==> src/rtl/vbuf_pkg.sv <==
// Shared frame-buffer constants and types for the video-buffer blitter and scan-out AGU.
package vbuf_pkg;

    localparam int unsigned VBUF_W    = 320;
    localparam int unsigned VBUF_H    = 240;
    localparam int unsigned VBUF_SZ   = VBUF_W * VBUF_H;
    localparam int unsigned ADDR_W    = 17;
    localparam int unsigned DATA_W    = 12;
    localparam int unsigned SPR_DIM_W = 7;
    localparam int unsigned POS_W     = 9;
    localparam int unsigned CLIP_W    = 10;

    // Video buffer sits at the bottom of the SRAM; sprite images follow it.
    localparam int unsigned VBUF_BASE = 0;
    localparam int unsigned IMG_BASE  = VBUF_SZ;

    localparam logic [DATA_W-1:0] KEY_PIXEL = 12'h0F0;

    typedef enum logic [2:0] {
        IDLE,
        READ,
        LATCH,
        WRITE,
        DONE
    } blit_state_t;

    typedef struct packed {
        logic [ADDR_W-1:0]    src_base;
        logic [SPR_DIM_W-1:0] spr_w;
        logic [SPR_DIM_W-1:0] spr_h;
        logic [POS_W-1:0]     dst_x;
        logic [POS_W-1:0]     dst_y;
    } blit_req_t;

endpackage

==> src/rtl/vbuf_blitter_addr_gen.sv <==
// Source/destination address and clip flag for sprite pixel (i, j).
module blit_addr_gen
    import vbuf_pkg::*;
#(
    parameter int unsigned BUF_W = vbuf_pkg::VBUF_W,
    parameter int unsigned BUF_H = vbuf_pkg::VBUF_H
) (
    input  logic [ADDR_W-1:0]    src_base,
    input  logic [SPR_DIM_W-1:0] spr_w,
    input  logic [POS_W-1:0]     dst_x,
    input  logic [POS_W-1:0]     dst_y,
    input  logic [SPR_DIM_W-1:0] i,
    input  logic [SPR_DIM_W-1:0] j,
    output logic [ADDR_W-1:0]    src_addr_c,
    output logic [ADDR_W-1:0]    dst_addr_c,
    output logic                 in_bounds_c
);

    logic [CLIP_W-1:0] col;
    logic [CLIP_W-1:0] row;

    // 10-bit sums so a sprite hanging off the right/bottom edge cannot wrap back in.
    assign col = CLIP_W'(dst_x) + CLIP_W'(i);
    assign row = CLIP_W'(dst_y) + CLIP_W'(j);

    assign in_bounds_c = (col < CLIP_W'(BUF_W)) && (row < CLIP_W'(BUF_H));
    assign src_addr_c  = src_base + ADDR_W'(j) * ADDR_W'(spr_w) + ADDR_W'(i);
    assign dst_addr_c  = ADDR_W'(row) * ADDR_W'(BUF_W) + ADDR_W'(col);

endmodule

==> src/rtl/vbuf_blitter.sv <==
// Sprite blitter: copies a W x H sprite into the video buffer with key-colour skip and edge clipping.
module vbuf_blitter #(
    parameter int unsigned VBUF_W     = vbuf_pkg::VBUF_W,
    parameter int unsigned VBUF_H     = vbuf_pkg::VBUF_H,
    parameter int unsigned ADDR_WIDTH = vbuf_pkg::ADDR_W,
    parameter int unsigned DATA_WIDTH = vbuf_pkg::DATA_W,
    parameter logic [DATA_WIDTH-1:0] KEY_PIXEL = vbuf_pkg::KEY_PIXEL
) (
    input  logic                  clk,
    input  logic                  reset_n,
    input  logic                  start,
    input  logic [ADDR_WIDTH-1:0] src_base,
    input  logic [6:0]            spr_w,
    input  logic [6:0]            spr_h,
    input  logic [8:0]            dst_x,
    input  logic [8:0]            dst_y,
    input  logic                  pause,
    output logic                  busy,
    output logic                  done,
    output logic                  sram_en,
    output logic                  sram_we,
    output logic [ADDR_WIDTH-1:0] sram_addr,
    output logic [DATA_WIDTH-1:0] sram_din,
    input  logic [DATA_WIDTH-1:0] sram_dout
);
    import vbuf_pkg::*;

    blit_state_t          state, state_d;
    blit_req_t            req, req_d;
    logic [SPR_DIM_W-1:0] col_i, col_i_d, row_j, row_j_d;
    logic                 slot_go, slot_go_d;
    logic [DATA_WIDTH-1:0] pix, pix_d, wr_pix;
    logic                 busy_d, done_d, en_d, we_d;
    logic [ADDR_WIDTH-1:0] addr_d;
    logic [DATA_WIDTH-1:0] din_d;
    logic [ADDR_W-1:0]    src_addr_c, dst_addr_c;
    logic                 in_bounds_c;
    logic                 last_col, last_pix, advance;

    assign last_col = (col_i == req.spr_w - 7'd1);
    assign last_pix = last_col && (row_j == req.spr_h - 7'd1);
    assign advance  = (state == WRITE) && slot_go;

    // Request latch and pixel counters; the address generator sees the next-cycle values.
    always_comb begin
        req_d   = req;
        col_i_d = col_i;
        row_j_d = row_j;
        if (state == IDLE && start) begin
            req_d.src_base = ADDR_W'(src_base);
            req_d.spr_w    = spr_w;
            req_d.spr_h    = spr_h;
            req_d.dst_x    = dst_x;
            req_d.dst_y    = dst_y;
            col_i_d        = '0;
            row_j_d        = '0;
        end else if (advance && !last_col) begin
            col_i_d = col_i + 7'd1;
        end else if (advance) begin
            col_i_d = '0;
            row_j_d = row_j + 7'd1;
        end
    end

    blit_addr_gen #(
        .BUF_W (VBUF_W),
        .BUF_H (VBUF_H)
    ) u_addr_gen (
        .src_base    (req_d.src_base),
        .spr_w       (req_d.spr_w),
        .dst_x       (req_d.dst_x),
        .dst_y       (req_d.dst_y),
        .i           (col_i_d),
        .j           (row_j_d),
        .src_addr_c  (src_addr_c),
        .dst_addr_c  (dst_addr_c),
        .in_bounds_c (in_bounds_c)
    );

    // Next state and registered outputs for the coming cycle; slot_go marks an unpaused slot.
    always_comb begin
        state_d   = state;
        slot_go_d = 1'b0;
        pix_d     = pix;
        en_d      = 1'b0;
        we_d      = 1'b0;
        addr_d    = sram_addr;
        din_d     = sram_din;
        wr_pix    = (state == LATCH) ? sram_dout : pix;

        case (state)
            IDLE:    if (start) state_d = (spr_w == '0 || spr_h == '0) ? DONE : READ;
            READ:    if (slot_go) state_d = LATCH;
            LATCH: begin
                state_d = WRITE;
                pix_d   = sram_dout;
            end
            WRITE:   if (slot_go) state_d = last_pix ? DONE : READ;
            DONE:    state_d = IDLE;
            default: state_d = IDLE;
        endcase

        if (state_d == READ && !pause) begin
            slot_go_d = 1'b1;
            en_d      = 1'b1;
            addr_d    = ADDR_WIDTH'(src_addr_c);
        end
        if (state_d == WRITE && !pause) begin
            slot_go_d = 1'b1;
            if (wr_pix != KEY_PIXEL && in_bounds_c) begin
                en_d   = 1'b1;
                we_d   = 1'b1;
                addr_d = ADDR_WIDTH'(dst_addr_c);
                din_d  = wr_pix;
            end
        end

        busy_d = (state_d == READ) || (state_d == LATCH) || (state_d == WRITE);
        done_d = (state_d == DONE);
    end

    always_ff @(posedge clk) begin
        if (!reset_n) begin
            state     <= IDLE;
            req       <= '0;
            col_i     <= '0;
            row_j     <= '0;
            slot_go   <= 1'b0;
            pix       <= '0;
            busy      <= 1'b0;
            done      <= 1'b0;
            sram_en   <= 1'b0;
            sram_we   <= 1'b0;
            sram_addr <= '0;
            sram_din  <= '0;
        end else begin
            state     <= state_d;
            req       <= req_d;
            col_i     <= col_i_d;
            row_j     <= row_j_d;
            slot_go   <= slot_go_d;
            pix       <= pix_d;
            busy      <= busy_d;
            done      <= done_d;
            sram_en   <= en_d;
            sram_we   <= we_d;
            sram_addr <= addr_d;
            sram_din  <= din_d;
        end
    end

endmodule
==> config.mk <==
export PLATFORM = sky130hd
export DESIGN_NAME = vbuf_blitter
export DESIGN_NICKNAME = d
export VERILOG_FILES = /design/src/rtl/vbuf_pkg.sv /design/src/rtl/vbuf_blitter_addr_gen.sv /design/src/rtl/vbuf_blitter.sv
export SDC_FILE = /design/constraint.sdc
export NUM_CORES = 1
export LEC_CHECK = 0
export BUFFER_PORTS_ARGS = -buffer_cell sky130_fd_sc_hd__clkbuf_2
export CAP_MARGIN = 20
export CORE_ASPECT_RATIO = 1.2
export CORE_MARGIN = 2
export CORE_UTILIZATION = 65
export CTS_CLUSTER_DIAMETER = 40
export DETAILED_ROUTE_END_ITERATION = 8
export PLACE_DENSITY = 0.95
export SYNTH_ARGS = -nofsm -noshare
export SYNTH_HDL_FRONTEND = slang
export SYNTH_SLANG_ARGS = --single-unit
==> constraint.sdc <==
create_clock -name clk -period 16.4 [get_ports clk]
set_input_delay 1.64 -clock clk [delete_from_list [all_inputs] [get_ports clk]]
set_output_delay 1.64 -clock clk [all_outputs]
set_load 0.01 [all_outputs]
Yosys cells after proc, flatten, opt, wreduce, memory -nomap -nowiden
Cells that the tools add are included.
{ "classes": {"addsub": 9, "mul": 2, "order_cmp": 2, "eq_ne": 10, "n_mux": 22, "reduce_logical": 18} }
{ "ops": {"columns": ["op", "n"], "rows": [
  ["$mux W17", 3],
  ["$mux W49", 1],
  ["$mux W7", 6],
  ["$add A9 B7 Y10", 2],
  ["$add A17 B10 Y17", 1],
  ["$add A17 B14 Y17", 1],
  ["$add A17 B7 Y17", 1],
  ["$mux W3", 5],
  ["$add A7 B1 Y7 const B", 2],
  ["$eq A7 B7 Y1", 2],
  ["$logic_not A7 Y1", 2],
  ["$mul A7 B7 Y14", 1],
  ["$sub A7 B1 Y7 const B", 2],
  ["$eq A3 B2 Y1 const B", 4],
  ["$mux W12", 1],
  ["$ne A12 B8 Y1 const B", 1],
  ["$pmux W3 S4", 1],
  ["$mul A10 B3 Y11 const B", 1],
  ["$lt A10 B8 Y1 const B", 1],
  ["$lt A10 B9 Y1 const B", 1],
  ["$logic_and A1 B1 Y1", 8],
  ["$eq A3 B1 Y1 const B", 2],
  ["$mux W1", 5],
  ["$reduce_and A2 Y1", 2],
  ["other kinds (4)", 7]
]} }
{ "totals": {"reg_bits": 112, "out_inout_bits": 33} }

Logic depth before layout (Yosys ltp)
{ "logic_depth": {"ltp_word": 12, "depth_mapped": 30} }

By module
From an unflattened synthesis, not the netlist that was laid out.
{ "hier_totals": {"hier_cells": 1024, "hier_area_um2": 8573.2} }
{ "modules_own_cells": {"columns": ["module", "n_inst", "cells_each", "area_each_um2"], "rows": [
  ["vbuf_blitter", 1, 602, 5023.6],
  ["blit_addr_gen", 1, 422, 3549.7]
]} }

Worst setup path after synthesis
No wires, ideal clock.
{ "synth_timing": {"path_kind": "input -> register", "start": "input start", "end": "register sram_addr[15]", "setup_ps": 70, "arrival_time_ps": 6926, "setup_slack_ps": 9404, "stages": 21, "cell_sequence": "nor4b_2 clkbuf_1 clkbuf_1 clkbuf_1 nor3_1 fa_1 fa_1 ha_1 inv_1 fa_1 inv_1 ha_1 fa_1 a21oi_1 a2bb2oi_1 a21oi_1 a41o_1 o41ai_1 xnor2_1 mux2i_1 a21oi_1"} }
{ "synth_between": {"elab_chain_len": 8, "elab_cells_between_ends": 24} }
{ "synth_lines": {"columns": ["element", "line", "source"], "rows": [
  ["start: declaration", "vbuf_blitter.sv:11", "input logic start,"],
  ["$logic_and A1 B1 Y1 *", "vbuf_blitter.sv:49", "if (state == IDLE && start) begin"],
  ["$mux W7 *", "vbuf_blitter.sv:49", null],
  ["net col_i_d[3]", "vbuf_blitter.sv:30", "logic [SPR_DIM_W-1:0] col_i, col_i_d, row_j, row_j_d;"],
  ["parallel branches: the longest is 5 deep, another holds $add A17 B10 Y17", null, null],
  ["$mux W17 *", "vbuf_blitter.sv:108", "if (state_d == WRITE && !pause) begin"],
  ["end signal: assignment", "vbuf_blitter.sv:147", "sram_addr <= addr_d;"],
  ["end: declaration", "vbuf_blitter.sv:22", "output logic [ADDR_WIDTH-1:0] sram_addr,"]
]} }
Mark *: on every way through the listed nets, which the timed path passes.
A chain may end at the register's enable or synchronous reset.

Worst setup path after layout
{ "layout_timing": {"start": "register req[27] in the netlist's numbering", "end": "register sram_addr[16]"} }
{ "layout_between": {"elab_chain_len": 12, "elab_cells_between_ends": 31} }
{ "layout_lines": {"columns": ["element", "line", "source"], "rows": [
  ["start: declaration", "vbuf_blitter.sv:29", "blit_req_t req, req_d;"],
  ["start signal: assignment", "vbuf_blitter.sv:138", "req <= req_d;"],
  ["$sub A7 B1 Y7", "vbuf_blitter.sv:40", "assign last_col = (col_i == req.spr_w - 7'd1);"],
  ["$eq A7 B7 Y1", "vbuf_blitter.sv:40", null],
  ["$logic_not A1 Y1", "vbuf_blitter.sv:57", "end else if (advance && !last_col) begin"],
  ["$logic_and A1 B1 Y1", "vbuf_blitter.sv:57", null],
  ["$mux W7", "vbuf_blitter.sv:57", null],
  ["$mux W7", "vbuf_blitter.sv:49", null],
  ["$mul A7 B7 Y14, or another cell as far along", "vbuf_blitter_addr_gen.sv:27", "assign src_addr_c = src_base + ADDR_W'(j) * ADDR_W'(spr_w) + ADDR_W'(i);"],
  ["$add A17 B14 Y17, or another cell as far along", "vbuf_blitter_addr_gen.sv:27", null],
  ["$add A17 B7 Y17 or $logic_and A1 B1 Y1 (tied branches)", "vbuf_blitter_addr_gen.sv:27, vbuf_blitter_addr_gen.sv:26", null],
  ["$mux W17 or $logic_and A1 B1 Y1 (tied branches)", "vbuf_blitter.sv:103, vbuf_blitter.sv:110", null],
  ["$mux W17", "vbuf_blitter.sv:110", "if (wr_pix != KEY_PIXEL && in_bounds_c) begin"],
  ["$mux W17 *", "vbuf_blitter.sv:108", null]
]} }
Every way passes the cells marked *; elsewhere a longest branch is shown, timed or not.

==> flow_summary_export.csv <==
group,metric,value,unit
timing,timing.final.crit_share,0.468,
synth,synth_top_family_by_area,"adder cells",
synth,synthCells,1024,
flow_run,drv_cap,0,
clock_network,cts_setup_buffers,0,
drt,drt-pass1-iter-count,7,
die,core_area,12700,um^2
critical_path,path_class,"flip-flop to flip-flop",
clock_network,cts.htree.levels,3,
synth,synthFlopType,"dfxtp_1",
timing,fmax,130,MHz
cells_and_area,nNetsFinal,1286,
clock_network,clkTransAtPathRegs,0.08,ns
critical_path,path_buf_inv,4,
timing,setup-violations-final,0,
cells_and_area,final_common_cell,"nand2_1",
synth,yosysSeqAreaShare,0.266,
place,dp_hpwl,16800,um
power_and_ir_drop,power_density,75.7,nW/um^2
clock_network,cts_root_buffer,"clkbuf_16",
synth,synth_async_sr_flop_share,0,
timing,tightest_slew,1.08,ns
die,io_pins,98,
grt,grt_first_pass_wirelength,39100,um
timing,hold_violations,0,
drt,drc_errors,0,
critical_path,start_kind,"flip-flop",
synth,synth_edf_count,0,
critical_path,crit_path_end_kind,"flip-flop",
die,die_w,108,um
synth,netlist_top_cells_area,"dfxtp_1, fa_1, ha_1",
die,fp-row-count,45,
drt,vias,8123,
synth,ys_ff_latch,112,
synth,synth-xor-area-share,0.0655,
clock_network,clk_latency,0.36,ns
synth,synth_fa_ha_area_frac,0.221,
synth,synth_mux_area_frac,0.0320,
synth,synthSimpleGateAreaFrac,0.213,
clock_network,cts_tree,"built",
synth,netlist_area,8440,um^2
cells_and_area,final_cell_area,9330,um^2
drt,post_drt_via_cell_ratio,6.40,
synth,ys_types,62,
cells_and_area,drive_gt1_frac,0.128,
place,dpl-instance-area,9040,um^2
synth,yosys.area.top_type_share,0.266,
synth,synth_area_per_cell,8.24,um^2
cells_and_area,layout_common_cells,"nand2_1, nor2_1, dfxtp_1",
grt,antenna_found_initial,0,
timing,final_max_slew_viol_count,0,
clock_network,numCtsBuffers,9,
timing,max_slew_margin,0.275,
synth,synth_warnings,0,
synth,synth_top_area_cell,"dfxtp_1",
die,dieArea,13900,um^2
clock_network,post_cts_resize_count,0,
clock_network,cts_buffer_depth,2,
synth,synth_compound_area_frac,0.147,
cells_and_area,antenna-diode-count,0,
cells_and_area,multi_input_area,5730,um^2
critical_path,worstPathRequired,16.62,ns
critical_path,cp_data_arrival_time,7.90,ns
timing,rsz0062_at_grt,"no",
critical_path,max_stage_delay,0.63,ns
place,io_buffers,97,
status,status,"completed",
grt,globalRouteOverflowTotal,0,
die,start_util,0.666,
grt,grt_max_degree,68,
timing,fin_tns_setup,0,ns
die,chipHeight,129,um
clock_network,postCtsHoldBufs,0,
critical_path,crit_slowest_cell,"o21ai_1",
place,gp_congestion,1.01,
power_and_ir_drop,p_leak,4.39,nW
cells_and_area,seqCellArea,2240,um^2
synth,syn_nets,1209,
timing,finClkSkew,0.00742,ns
critical_path,crit_path_max_fanout,9,
critical_path,crit_family,"compound AO/OA/AOI/OAI gates",
grt,grt_pass1_vias,7923,
drt,finalWirelength,24400,um
drt,wire_per_inst,19.2,um
cells_and_area,syn_to_final_growth,10.6,%
drt,drtIter0Drc,677,
hold_path,min_path_type,"flip-flop to flip-flop",
cells_and_area,fillers,807,
grt,track_usage,0.358,
timing,period_needed,7.68,ns
power_and_ir_drop,ir_drop,50.7,uV
clock_network,clkSinkCount,112,
drt,antenna_left,0,
==> worst paths after layout <==
kind                   end  startpoint  slack [ns]  depth (start not counted)
min                 req[1]      req[1]        0.47                          2
min reg2reg         req[1]      req[1]        0.47                          2
max          sram_addr[16]     req[27]        8.72                         25
max reg2reg  sram_addr[16]     req[27]        8.72                         25
==> state kept, by name, indices dropped and copies added, names as in the netlist, 3 cells and up <==
signal	count
state	3
sram_din	12
row_j	7
req	49
col_i	7
sram_addr	17
pix	12
==> final cells by class <==
type | count | share of cell area
Sequential cell | 112 | 0.240
Inverter | 88 | 0.0354
Clock inverter | 6 | 0.00671
Timing Repair Buffer | 103 | 0.0569
Clock buffer | 10 | 0.0245
Tap cell | 164 | 0.0220
Multi-Input combinational cell | 787 | 0.614
==> power breakdown <==
| part | leakage, nW | switching [mW] | internal, mW | total [mW] |
|---|---|---|---|---|
| logic | 3.34 | 0.114 | 0.0725 | 0.187 |
| registers | 0.912 | 0.0103 | 0.287 | 0.297 |
| clock network | 0.136 | 0.115 | 0.107 | 0.223 |
| total | 4.39 | 0.240 | 0.467 | 0.706 |
==> synth_stat cells (2+ instances only) <==
master and number:
nor4bb_1 3, or2_1 3, nor4_1 3, ha_1 72
o211ai_1 6, a311oi_1 5, o211a_1 3, nor2b_1 11
xnor3_1 2, nor3b_1 3, mux2i_1 27, o31a_1 3
nand3_1 16, nand2b_1 8, and3_1 4, nor3_1 26
a21boi_0 9, a21o_1 8, clkbuf_1 25, a41o_1 2
buf_1 5, inv_1 87, o2111ai_1 2, fa_1 48
nand2_1 140, o21bai_1 3, a21oi_1 72, xnor2_1 33
buf_2 7, o31ai_1 2, or3_1 9, xor2_1 25
or2_2 13, nand4_1 10, dfxtp_1 112, a211oi_1 25
and2_1 6, nor2_1 129, o21ai_0 18, o21a_1 15
or4_1 3
==> cell families after synthesis <==
kind of cell,Yosys count
AO/OA/AOI/OAI,186
AND/OR/NAND/NOR,394
buffers and inverters,125
adder cells (fa/ha/maj),120
multiplexers,27
XOR/XNOR,60
flip-flops,112
==> metrics by stage <==
step                worst slack (ns)  utilization  hold WS, ns  total power [mW]  std cells
floorplan                       9.40            -        0.444             0.430       1024
global placement                8.99        0.713        0.450             0.471       1254
detailed placement              8.75        0.713        0.456             0.478       1254
CTS                             8.91        0.736        0.468             0.699       1270
global route                    8.52        0.736        0.487             0.732       1270
finish                          8.72        0.736        0.467             0.706       1270
==> layer usage <==
metal / GRT usage / routed length [um] / vias to the layer above
met5: 0 / 0 / -
met4: 0.204 / 1650 / 0
met3: 0.0628 / 2270 / 168
met2: 0.599 / 11800 / 571
met1: 0.433 / 8660 / 3760
li1: - / - / 3624
==> worst reg2reg max path: stages, from the launching register on <==
cell and delay, ns:
dfxtp_1 0.38, or3_1 0.44, or3_1 0.33, a21o_1 0.21, a221oi_4 0.55, nand3_4 0.22, o21a_1 0.25, o21ai_1 0.63
nor2_1 0.16, fa_1 0.57, inv_1 0.06, fa_1 0.49, inv_1 0.06, fa_1 0.57, inv_1 0.08, fa_1 0.54
inv_1 0.05, ha_1 0.30, o21ai_0 0.12, o21a_1 0.20, o21a_1 0.21, o311ai_0 0.54, a21oi_1 0.17, xnor2_1 0.15
o211ai_1 0.16, a21oi_1 0.09
Note: power is estimated with default switching activity, not from simulation.
